### src/rtl/psi_pkg.sv
// Shared types and constants for the psi pulse generator and its regulator.
package psi_pkg;

  localparam int PSI_DIV_W = 4;

  typedef enum logic [1:0] {
    IDLE = 2'd0,
    HIGH = 2'd1,
    LOW  = 2'd2
  } psi_state_t;

endpackage

### src/rtl/psi_pulse_generator_if.sv
// Control/status bundle between the frequency regulator (master) and the psi generator (slave).
interface psi_pulse_generator_if
  import psi_pkg::*;
#(
  parameter int DIV_W = PSI_DIV_W
) ();

  logic             en;
  logic [DIV_W-1:0] div_in;
  logic             psi;
  logic             period_start;
  logic             busy;
  logic [DIV_W-1:0] cur_div;

  modport master (
    output en,
    output div_in,
    input  psi,
    input  period_start,
    input  busy,
    input  cur_div
  );

  modport slave (
    input  en,
    input  div_in,
    output psi,
    output period_start,
    output busy,
    output cur_div
  );

endinterface

### src/rtl/psi_prescaler.sv
// Free-running clk divider producing a one-cycle tick every PRESCALE cycles; clr restarts it.
module psi_prescaler #(
  parameter int PRESCALE = 4
) (
  input  logic clk,
  input  logic rst,
  input  logic clr,
  output logic tick
);

  localparam int CNT_W = (PRESCALE > 1) ? $clog2(PRESCALE) : 1;

  logic [CNT_W-1:0] pre_cnt_q;
  logic [CNT_W-1:0] pre_cnt_d;

  assign tick = (pre_cnt_q == CNT_W'(PRESCALE - 1));

  always_comb begin
    pre_cnt_d = pre_cnt_q + CNT_W'(1);
    if (clr || tick) begin
      pre_cnt_d = '0;
    end
  end

  always_ff @(posedge clk or posedge rst) begin
    if (rst) begin
      pre_cnt_q <= '0;
    end else begin
      pre_cnt_q <= pre_cnt_d;
    end
  end

endmodule

### src/rtl/psi_pulse_generator.sv
// psi pulse train: high phase of (cur_div+1) ticks, fixed low phase, divisor latched per period.
// Optional: define PSI_MIN_DIV_CLAMP_EN to floor the latched divisor at MIN_DIV.
module psi_pulse_generator
  import psi_pkg::*;
#(
  parameter int DIV_W     = PSI_DIV_W,
  parameter int PRESCALE  = 4,
  parameter int LOW_TICKS = 2,
  parameter int MIN_DIV   = 2
) (
  input logic                  clk,
  input logic                  rst,
  psi_pulse_generator_if.slave bus
);

  localparam int TW = DIV_W + 1;

  psi_state_t       state_q, state_d;
  logic [TW-1:0]    tick_cnt_q, tick_cnt_d;
  logic [DIV_W-1:0] cur_div_q, cur_div_d;
  logic             psi_q, psi_d;
  logic             period_start_q, period_start_d;
  logic             busy_q, busy_d;
  logic [DIV_W-1:0] div_latch;
  logic             tick;
  logic             clr;

`ifdef PSI_MIN_DIV_CLAMP_EN
  assign div_latch = (bus.div_in < DIV_W'(MIN_DIV)) ? DIV_W'(MIN_DIV) : bus.div_in;
`else
  logic unused_min_div;
  assign unused_min_div = (MIN_DIV != 0);
  assign div_latch      = bus.div_in;
`endif

  psi_prescaler #(
    .PRESCALE (PRESCALE)
  ) u_prescaler (
    .clk  (clk),
    .rst  (rst),
    .clr  (clr),
    .tick (tick)
  );

  // Counters are held at zero while idle so every period starts from a clean tick boundary.
  always_comb begin
    state_d   = state_q;
    cur_div_d = cur_div_q;
    case (state_q)
      IDLE: begin
        if (bus.en) begin
          state_d   = HIGH;
          cur_div_d = div_latch;
        end
      end
      HIGH: begin
        if (tick && (tick_cnt_q == {1'b0, cur_div_q})) begin
          state_d = LOW;
        end
      end
      LOW: begin
        if (tick && (tick_cnt_q == TW'(LOW_TICKS - 1))) begin
          if (bus.en) begin
            state_d   = HIGH;
            cur_div_d = div_latch;
          end else begin
            state_d = IDLE;
          end
        end
      end
      default: state_d = IDLE;
    endcase

    clr = (state_d != state_q) || (state_q == IDLE);

    tick_cnt_d = tick_cnt_q;
    if (clr) begin
      tick_cnt_d = '0;
    end else if (tick) begin
      tick_cnt_d = tick_cnt_q + TW'(1);
    end

    psi_d          = (state_d == HIGH);
    period_start_d = (state_d == HIGH) && (state_q != HIGH);
    busy_d         = (state_d != IDLE);
  end

  always_ff @(posedge clk or posedge rst) begin
    if (rst) begin
      state_q        <= IDLE;
      tick_cnt_q     <= '0;
      cur_div_q      <= '0;
      psi_q          <= 1'b0;
      period_start_q <= 1'b0;
      busy_q         <= 1'b0;
    end else begin
      state_q        <= state_d;
      tick_cnt_q     <= tick_cnt_d;
      cur_div_q      <= cur_div_d;
      psi_q          <= psi_d;
      period_start_q <= period_start_d;
      busy_q         <= busy_d;
    end
  end

  assign bus.psi          = psi_q;
  assign bus.period_start = period_start_q;
  assign bus.busy         = busy_q;
  assign bus.cur_div      = cur_div_q;

endmodule

### src/flat_wrapper.sv
// flat-port wrapper written by rule: the top's interface ports become plain ports
module psi_pulse_generator_flat import psi_pkg::*;
#(
  parameter int DIV_W     = PSI_DIV_W,
  parameter int PRESCALE  = 4,
  parameter int LOW_TICKS = 2,
  parameter int MIN_DIV   = 2
)
  (clk, rst, bus_en, bus_div_in, bus_psi, bus_period_start, bus_busy, bus_cur_div);
  psi_pulse_generator_if #(.DIV_W(DIV_W)) bus_i ();
  input logic clk;
  input logic rst;
  input wire logic [$bits(bus_i.en)-1:0] bus_en;
  input wire logic [$bits(bus_i.div_in)-1:0] bus_div_in;
  output wire logic [$bits(bus_i.psi)-1:0] bus_psi;
  output wire logic [$bits(bus_i.period_start)-1:0] bus_period_start;
  output wire logic [$bits(bus_i.busy)-1:0] bus_busy;
  output wire logic [$bits(bus_i.cur_div)-1:0] bus_cur_div;
  assign bus_i.en = bus_en;
  assign bus_i.div_in = bus_div_in;
  assign bus_psi = bus_i.psi;
  assign bus_period_start = bus_i.period_start;
  assign bus_busy = bus_i.busy;
  assign bus_cur_div = bus_i.cur_div;
  psi_pulse_generator #(.DIV_W(DIV_W), .PRESCALE(PRESCALE), .LOW_TICKS(LOW_TICKS), .MIN_DIV(MIN_DIV)) u_core (.clk(clk), .rst(rst), .bus(bus_i));
endmodule
### config.mk
export PLATFORM = sky130hd
export DESIGN_NAME = psi_pulse_generator_flat
export DESIGN_NICKNAME = d
export VERILOG_FILES = /design/src/rtl/psi_pkg.sv /design/src/rtl/psi_pulse_generator_if.sv /design/src/rtl/psi_prescaler.sv /design/src/rtl/psi_pulse_generator.sv /design/src/flat_wrapper.sv
export SDC_FILE = /design/constraint.sdc
export NUM_CORES = 1
export LEC_CHECK = 0
export BUFFER_PORTS_ARGS = -buffer_cell sky130_fd_sc_hd__buf_2
export CORE_UTILIZATION = 35
export CTS_BUF_LIST = sky130_fd_sc_hd__clkbuf_8
export CTS_CLUSTER_SIZE = 12
export DETAILED_ROUTE_END_ITERATION = 8
export SYNTH_ARGS = -nofsm -noshare
export SYNTH_HDL_FRONTEND = slang
export SYNTH_SLANG_ARGS = --single-unit
### constraint.sdc
create_clock -name clk -period 3.5 [get_ports clk]
set_input_delay 0.35 -clock clk [delete_from_list [all_inputs] [get_ports clk]]
set_output_delay 0.35 -clock clk [all_outputs]
set_load 0.01 [all_outputs]
After elaboration in Yosys (flattened, before gate mapping). Cells that the tools add are included.

Reductions and logical operators: 10. Eq/ne operators: 9. $add $sub $neg: 2. Muxes and demuxes: 11.

Operators by type and width (number): $mux 5 (2); $mux 2 (4); $mux 4 (2); $pmux 4 s2 (1); $pmux 2 s3 (1); $reduce_bool 2->1 (3); $add 5x1->5 const B (1); $eq 5x1->1 const B (1); $eq 5x4->1 (1); $eq 2x1->1 const B (2); $eq 2x2->1 const B (2); $ne 2x1->1 const B (2); $logic_and 1x1->1 (3); $add 2x1->2 const B (1); $logic_not 2->1 (1); $logic_or 1x1->1 (2); $ne 2x2->1 (1); $reduce_and 2->1 (1); $mux 1 (1).

Output and inout port bits: 7. Register bits: 16.

Depth between registers and ports, before layout. Gate-level depths: netlist (run 1).

Depth in word-level cells: 8. Mapped depth: 6. Mapped depth without buffers: 5.

Hierarchy. A second synthesis (run 1) with hierarchy kept.

Cells, all modules: 63. Area, all modules: 782.0 um^2.

By module, submodules not included: psi_pulse_generator (cells an instance 57, sequential area each 350.3 um^2, area each 693.2 um^2, instances 1); psi_prescaler (cells an instance 6, sequential area each 50.0 um^2, area each 88.8 um^2, instances 1).

Worst setup path before layout (run 1). No wires, ideal clock.

Path kind: flip-flop to flip-flop. Start: register u_core.u_prescaler.pre_cnt_q[0]. End: register u_core.cur_div_q[0], in the netlist u_core.bus.cur_div[0]. Slack: 1.832 ns. Data arrival time: 1.543 ns. Clock period less this slack: 1.668 ns. Stages on the path, launching flop included: 7. Data required time: 3.375 ns. Cell sequence: dfrtp_1 -> ha_1 -> buf_6 -> and2b_2 -> a31oi_4 -> nor3b_4 -> mux2_2.

Cells in the longest elaborated chain, start to end: 4.

Ends and longest elaborated chain: start, declared (RTL line psi_prescaler.sv:13) `logic [CNT_W-1:0] pre_cnt_q;`; start signal, assigned (RTL line psi_prescaler.sv:29) `pre_cnt_q <= pre_cnt_d;`; $eq 2x2->1 (RTL line psi_prescaler.sv:16) `assign tick = (pre_cnt_q == CNT_W'(PRESCALE - 1));`; $logic_and 1x1->1 (RTL line psi_pulse_generator.sv:62) `if (tick && (tick_cnt_q == TW'(LOW_TICKS - 1))) begin`; $ne 2x1->1 (no source line); $reduce_and 2->1 (no source line); end signal, assigned (RTL line psi_pulse_generator.sv:99) `cur_div_q <= cur_div_d;`; end, declared (RTL line psi_pulse_generator.sv:20) `logic [DIV_W-1:0] cur_div_q, cur_div_d;`.

No other way between the ends. A chain may end at the register's enable or synchronous reset.

Worst setup path after layout (run 1). Same ends and word-level chain as after synthesis.

==> impl_metrics.env, run 1 <==
export IMPL_synthCells=62
export IMPL_start_kind="flip-flop"
export IMPL_dpl_instance_area_um2=851
export IMPL_antenna_left=0
export IMPL_endpoint_kind="flip-flop"
export IMPL_gp_congestion=0.772
export IMPL_finalSetupTns_ns=0
export IMPL_antenna_found_initial=0
export IMPL_max_slew_worst_pin_slew_ns=0.590
export IMPL_cts_buffers_inserted=3
export IMPL_track_usage=0.121
export IMPL_final_area_um2=892
export IMPL_min_period_ns=1.86
export IMPL_syn_cell_area_um2=763
export IMPL_die_h_um=48.7
export IMPL_wirelength_um=1230
export IMPL_final_cell_mix="dfrtp_1, buf_2, nor2_1"
export IMPL_syn_area_per_cell_um2=12.3
export IMPL_status="finished clean"
export IMPL_drc=0
export IMPL_r2r_start="u_core.u_prescaler.pre_cnt_q[0]$_DFF_PP0_"
export IMPL_syn2layout_area_growth_pct=16.9
export IMPL_vias_per_cell=4.67
export IMPL_fmax_ghz=0.537
export IMPL_period_share=0.532
export IMPL_rsz0062_at_grt="no"
export IMPL_ys_seq_area_frac=0.525
export IMPL_crit_chain="ha_1, and2b_2, a31oi_4, nor3b_4, mux2_2"
export IMPL_worstRegToRegCells=5
export IMPL_peakVddDrop_uv=459
export IMPL_ys_warnings_count=0
export IMPL_worstSkewPairLatency_ns=0.24
export IMPL_startpoint="u_core.u_prescaler.pre_cnt_q[0]$_DFF_PP0_"
export IMPL_core_area_um2=2000
export IMPL_max_stage_delay_ns=0.38
export IMPL_synth_seq_cells=16
export IMPL_slowest_stage="mux2_2"
export IMPL_hold_violations=0
export IMPL_cts_tree="done"
export IMPL_htreeDepth=1
export IMPL_critical_path_required_ns=3.63
export IMPL_io_pins=14
export IMPL_worstSetupPathType="reg -> reg"
export IMPL_antennaDiodeCount=0
export IMPL_n_fill_cell=205
export IMPL_fin_ws_ns=1.64
export IMPL_min_path_type="in -> async"
export IMPL_cts_resized=0
export IMPL_finClkSkew_ns=0.00112
export IMPL_synth_nets=72
export IMPL_maxSlewViolCount=0
export IMPL_leakage_nw=0.400
export IMPL_cap_violations=0
export IMPL_path_clk_slew_ns=0.06
export IMPL_drive_above_1_share=0.338
export IMPL_dieArea_um2=2370
export IMPL_multi_input_area_um2=337
export IMPL_grt_max_degree=17
export IMPL_path_max_fanout=9
export IMPL_final_common_cell="dfrtp_1"
export IMPL_crit_arrival_ns=1.99
export IMPL_power_total_uw=802
export IMPL_reg2reg_to="u_core.bus.cur_div[0]$_DFFE_PP0P_"
export IMPL_netlist_cell_type_count=25
export IMPL_first_global_vias=496
export IMPL_power_density_nw_per_um2=898
export IMPL_grt_pass1_wl_um=2160
export IMPL_rows=16
export IMPL_seq_area_um2=400
export IMPL_wl_per_cell_um=11.8
export IMPL_clock_sinks=16
export IMPL_post_place_ws_ns=1.63
export IMPL_vias=486
export IMPL_overflow=0
export IMPL_crit_end="u_core.bus.cur_div[0]$_DFFE_PP0P_"
export IMPL_initial_core_util=0.381
export IMPL_numPortBuffers=13
export IMPL_setup_violations=0
export IMPL_timing_hold_ws_ns=0.161
export IMPL_dp_hpwl_um=906
export IMPL_slew_limit_headroom=0.606
export IMPL_cts_root_buf="clkbuf_8"
export IMPL_cts_hold_buffers=0
export IMPL_drtPass1Iterations=3
export IMPL_fp_dieW_um=48.7
export IMPL_clockBufferDepth=2
export IMPL_nNetsFinal=89
export IMPL_post_cts_setup_buffer_count=0
export IMPL_drt_iter0_drc=3
export IMPL_reg2reg_slack_ns=1.64
==> worst min-delay path by stage <==
stage	depth (start not counted)	endpoint
4_1_cts	2	u_core.bus.busy$_DFF_PP0_
6_report	2	u_core.tick_cnt_q[1]$_DFFE_PP0P_
3_5_place_dp	1	u_core.u_prescaler.pre_cnt_q[0]$_DFF_PP0_
3_3_place_gp	1	u_core.u_prescaler.pre_cnt_q[0]$_DFF_PP0_
5_1_grt	2	u_core.bus.busy$_DFF_PP0_
2_1_floorplan	1	u_core.bus.busy$_DFF_PP0_
==> worst max-delay path: cells and delay by family (launching register included) <==
family / cells / cell delay (ns)
mux: 1 / 0.38
flops: 1 / 0.34
compound gates: 1 / 0.12
simple gates: 2 / 0.58
fa+ha+maj: 1 / 0.32
==> metrics by stage <==
stage,std cells,utilization
after floorplan,62,-
after global placement,101,0.425
after detailed placement,101,0.425
after CTS,104,0.446
after global routing,104,0.446
final,104,0.446
==> synthesized netlist by cell type <==
library cell / count / area share
a21oi_1: 1 / 0.0066
inv_1: 4 / 0.020
xor2_1: 3 / 0.034
buf_6: 1 / 0.015
o2bb2ai_1: 1 / 0.011
nor3b_4: 1 / 0.025
mux2_2: 4 / 0.059
dfrtp_1: 16 / 0.52
nand2b_1: 1 / 0.0082
nand3_1: 1 / 0.0066
a211oi_2: 1 / 0.016
xnor2_1: 5 / 0.057
nor3b_1: 1 / 0.0098
nand2_1: 2 / 0.0098
nor3_1: 1 / 0.0066
nor2_1: 6 / 0.030
nand4_1: 2 / 0.016
a31oi_4: 1 / 0.028
and3_1: 1 / 0.0082
a211oi_1: 1 / 0.0098
ha_1: 3 / 0.049
a31o_2: 2 / 0.023
and2b_2: 1 / 0.011
o21ai_0: 1 / 0.0066
a31oi_1: 1 / 0.0082
==> registers in the layout (all words and copies together) (netlist names) <==
signal / count
u_core.u_prescaler.pre_cnt_q: 2
u_core.bus.cur_div: 4
u_core.state_q: 2
u_core.bus.period_start: 1
u_core.bus.busy: 1
u_core.tick_cnt_q: 5
u_core.bus.psi: 1
==> final cells by class <==
cell class,instances,area share
Timing Repair Buffer,13,0.0729
Clock buffer,3,0.0463
Sequential cell,16,0.449
Inverter,4,0.0168
Multi-Input combinational cell,41,0.377
Tap cell,27,0.0379
==> report_power, final <==
group / internal, mW / switching [mW] / total (mW)
clock: 0.0762 / 0.0561 / 0.132
combinational: 0.167 / 0.171 / 0.337
sequential: 0.263 / 0.0689 / 0.332
==> routing by layer <==
layer,share of wire,vias to the layer above,routed length [um],global-route usage
li1,-,245,-,-
met1,0.49,227,606,0.161
met2,0.45,10,557,0.176
met3,0.033,4,41,0.0314
met4,0.018,0,22,0.0735
met5,0,-,0,0
==> cells by family after synthesis <==
| group | synth area share |
|---|---|
| AO/OA/AOI/OAI | 0.110 |
| XOR/XNOR | 0.0918 |
| adder cells (fa/ha/maj) | 0.0492 |
| buffers and inverters | 0.0344 |
| flip-flops | 0.525 |
| multiplexers | 0.0590 |
| AND/OR/NAND/NOR | 0.131 |
No activity file was read; power rests on OpenSTA's default activity.
==> run 2, diff against run 1 <==
--- a/config.mk
+++ b/config.mk
@@ -5,6 +5,7 @@
 export SDC_FILE = /design/constraint.sdc
 export NUM_CORES = 1
 export LEC_CHECK = 0
+export ABC_AREA = 1
 export BUFFER_PORTS_ARGS = -buffer_cell sky130_fd_sc_hd__buf_2
 export CORE_UTILIZATION = 35
 export CTS_BUF_LIST = sky130_fd_sc_hd__clkbuf_8
==> constraint.sdc (replaced) <==
create_clock -name clk -period 1.77 [get_ports clk]
set_input_delay 0.177 -clock clk [delete_from_list [all_inputs] [get_ports clk]]
set_output_delay 0.177 -clock clk [all_outputs]
set_load 0.01 [all_outputs]
==> run 2 against run 1 <==
- the flow now finishes with violations (negative hold slack)
- die area grew 10%
- combinational power shrank 95%
- setup slack lost 1.3 ns
- sequential power grew 10%
- synthesized cell count grew 56%
- first-iteration DRC count grew 33%
- register-to-register slack lost 1.3 ns
- worst hold slack lost 0.17 ns
- critical path depth grew 5
- area after synthesis grew 10%
- cell count grew 37%
- critical path type unchanged
==> impl_metrics.env, run 2 <==
export IMPL_status="finished, violations left"
export IMPL_violations="negative hold slack"
export IMPL_start_kind="flip-flop"
export IMPL_period_share=0.831
export IMPL_hold_violations=12
export IMPL_htreeDepth=1
export IMPL_min_period_ns=1.47
export IMPL_ys_seq_area_frac=0.475
export IMPL_slew_limit_headroom=0.595
export IMPL_synth_top_cell_by_area="dfrtp_1"
export IMPL_yosys_area_share_adder=0.0445
export IMPL_min_path_type="in -> async"
export IMPL_leakage_nw=0.522
export IMPL_post_place_ws_ns=0.291
export IMPL_overflow=0
export IMPL_synthCells=97
export IMPL_synth_common_cells="nand2_1, dfrtp_1, inv_1"
export IMPL_power_share_sequential=0.523
export IMPL_p_int_uw=568
export IMPL_peakVddDrop_uv=458
export IMPL_cap_violations=0
export IMPL_path_clk_slew_ns=0.06
export IMPL_gp_congestion=0.734
export IMPL_cts_resized=0
export IMPL_finalSetupTns_ns=0
export IMPL_n_fill_cell=233
export IMPL_cts_tree="done"
export IMPL_rsz0062_at_grt="no"
export IMPL_vias=621
export IMPL_io_pins=14
export IMPL_synth_edf_count=0
export IMPL_synth_top_area_share=0.475
export IMPL_post_cts_setup_buffer_count=0
export IMPL_multi_input_area_um2=374
export IMPL_dominantRegCellSynth="dfrtp_1"
export IMPL_synthMuxAreaShare=0
export IMPL_synth_xor_area_share=0.0415
export IMPL_clock_sinks=16
export IMPL_initial_core_util=0.378
export IMPL_die_h_um=51.1
export IMPL_antenna_left=0
export IMPL_syn2layout_area_growth_pct=18.4
export IMPL_netlist_cell_type_count=23
export IMPL_worstSkewPairLatency_ns=0.24
export IMPL_switching_share=0.188
export IMPL_numPortBuffers=13
export IMPL_synth_compound_area_share=0.0430
export IMPL_cts_hold_buffers=0
export IMPL_nNetsFinal=125
export IMPL_antennaDiodeCount=0
export IMPL_track_usage=0.126
export IMPL_drt_iter0_drc=4
export IMPL_timing_hold_ws_ns=-0.00592
export IMPL_syn_area_per_cell_um2=8.69
export IMPL_dieArea_um2=2610
export IMPL_maxSlewViolCount=0
export IMPL_wl_per_cell_um=9.81
export IMPL_seq_area_um2=400
export IMPL_synth_seq_cells=16
export IMPL_p_clk_frac=0.454
export IMPL_synthTopCellsByArea="dfrtp_1, nand2_1, inv_1"
export IMPL_critical_path_required_ns=1.90
export IMPL_drive_above_1_share=0.316
export IMPL_ys_warnings_count=0
export IMPL_drc=0
export IMPL_grt_pass1_wl_um=2420
export IMPL_path_max_fanout=5
export IMPL_final_cell_mix="nand2_1, dfrtp_1, inv_1"
export IMPL_clockBufferDepth=2
export IMPL_fmax_ghz=0.680
export IMPL_drtPass1Iterations=4
export IMPL_vias_per_cell=4.37
export IMPL_rows=17
export IMPL_yosys_area_share_simple=0.315
export IMPL_core_area_um2=2230
export IMPL_first_global_vias=600
export IMPL_largest_register_ffs=5
export IMPL_cts_buffers_inserted=3
export IMPL_power_density_nw_per_um2=700
export IMPL_grt_max_degree=17
export IMPL_endpoint_kind="flip-flop"
export IMPL_dp_hpwl_um=1110
export IMPL_synth_nets=107
export IMPL_final_common_cell="nand2_1"
export IMPL_combPwrFrac=0.023
export IMPL_wirelength_um=1390
export IMPL_fin_ws_ns=0.300
export IMPL_setup_violations=0
export IMPL_synthArstFlopShare=1.00
export IMPL_finClkSkew_ns=0.00401
export IMPL_worstSetupPathType="reg -> reg"
export IMPL_syn_cell_area_um2=843
export IMPL_top_register="u_core.tick_cnt_q"
export IMPL_cts_root_buf="clkbuf_8"
export IMPL_fp_dieW_um=51.1
export IMPL_antenna_found_initial=0
export IMPL_crit_arrival_ns=1.60
export IMPL_worstRegToRegCells=10
export IMPL_max_slew_worst_pin_slew_ns=0.607
export IMPL_yosysMostFrequentCell="nand2_1"
export IMPL_synth_top_family_by_area="simple AND/OR/NAND/NOR gates"
export IMPL_p_sw_uw=131
run 2: cell types whose count changed after synthesis, sizes merged, moves of 2 or more:
cell	change
a31oi	-2
inv	+12
nor2	+10
mux2	-4
xnor2	-3
nand3	+3
a31o	-2
o21ai	+3
nand2	+24
a211oi	-2
run 2: per-layer routing:
layer / part of all wire / wire length, um / track usage / up-vias
met5: 0 / 0 / 0 / -
met4: 0.011 / 16 / 0.0556 / 0
met3: 0.027 / 38 / 0.0268 / 2
met2: 0.48 / 672 / 0.215 / 8
met1: 0.48 / 665 / 0.152 / 284
li1: - / - / - / 327
run 2: cells by family after synthesis:
family,Yosys count
xor+xnor,4
buf+inv,17
simple gates,52
fa+ha+maj,3
compound gates,5
flops,16
run 2: cell type report:
class,instances,share of cell area
Multi-Input combinational cell,64,0.375
Inverter,17,0.0689
Tap cell,28,0.0351
Clock buffer,4,0.0551
Timing Repair Buffer,13,0.0652
Sequential cell,16,0.401
run 2: metrics by stage:
step           instance area [um^2]  cells  hold WS (ns)  power, mW   util
2_1_floorplan                   843     97        0.0907      0.378      -
3_3_place_gp                    943    138         0.282      0.389  0.422
3_5_place_dp                    943    138         0.283      0.389  0.422
4_1_cts                         998    142        0.0175      0.711  0.447
5_1_grt                         998    142        0.0495      0.725  0.447
6_report                        998    142      -0.00592      0.699  0.447
run 2: power by group through the flow:
| stage | logic (mW) | registers (mW) | clock network [mW] |
|---|---|---|---|
| 2_1_floorplan | 0.00588 | 0.372 | 0 |
| 3_3_place_gp | 0.0165 | 0.372 | 0 |
| 3_5_place_dp | 0.0168 | 0.372 | 0 |
| 4_1_cts | 0.0168 | 0.366 | 0.329 |
| 5_1_grt | 0.0185 | 0.365 | 0.341 |
| 6_report | 0.0161 | 0.366 | 0.317 |
run 2: worst paths after layout:
| check | startpoint | endpoint | slack (ns) |
|---|---|---|---|
| min in group clk | bus_div_in[2] | u_core.bus.cur_div[2]$_DFFE_PP0P_ | 0.13 |
| max in group asynchronous | rst | u_core.tick_cnt_q[1]$_DFFE_PP0P_ | 1.38 |
| min | rst | u_core.u_prescaler.pre_cnt_q[0]$_DFF_PP0_ | -0.006 |
| min reg2reg | u_core.u_prescaler.pre_cnt_q[0]$_DFF_PP0_ | u_core.u_prescaler.pre_cnt_q[0]$_DFF_PP0_ | 0.44 |
| max | u_core.u_prescaler.pre_cnt_q[0]$_DFF_PP0_ | u_core.tick_cnt_q[0]$_DFFE_PP0P_ | 0.30 |
| max reg2reg | u_core.u_prescaler.pre_cnt_q[0]$_DFF_PP0_ | u_core.tick_cnt_q[0]$_DFFE_PP0P_ | 0.30 |
run 2: worst max-delay path, cell delays in order (launching register included):
cell and delay (ns):
dfrtp_1 0.35, ha_1 0.25, inv_2 0.08, nor2_2 0.10, nand2_1 0.07, nor2_2 0.09, nand3_2 0.08, nand2_2 0.08
nand2_1 0.08, nand2_2 0.12, nor2_1 0.05
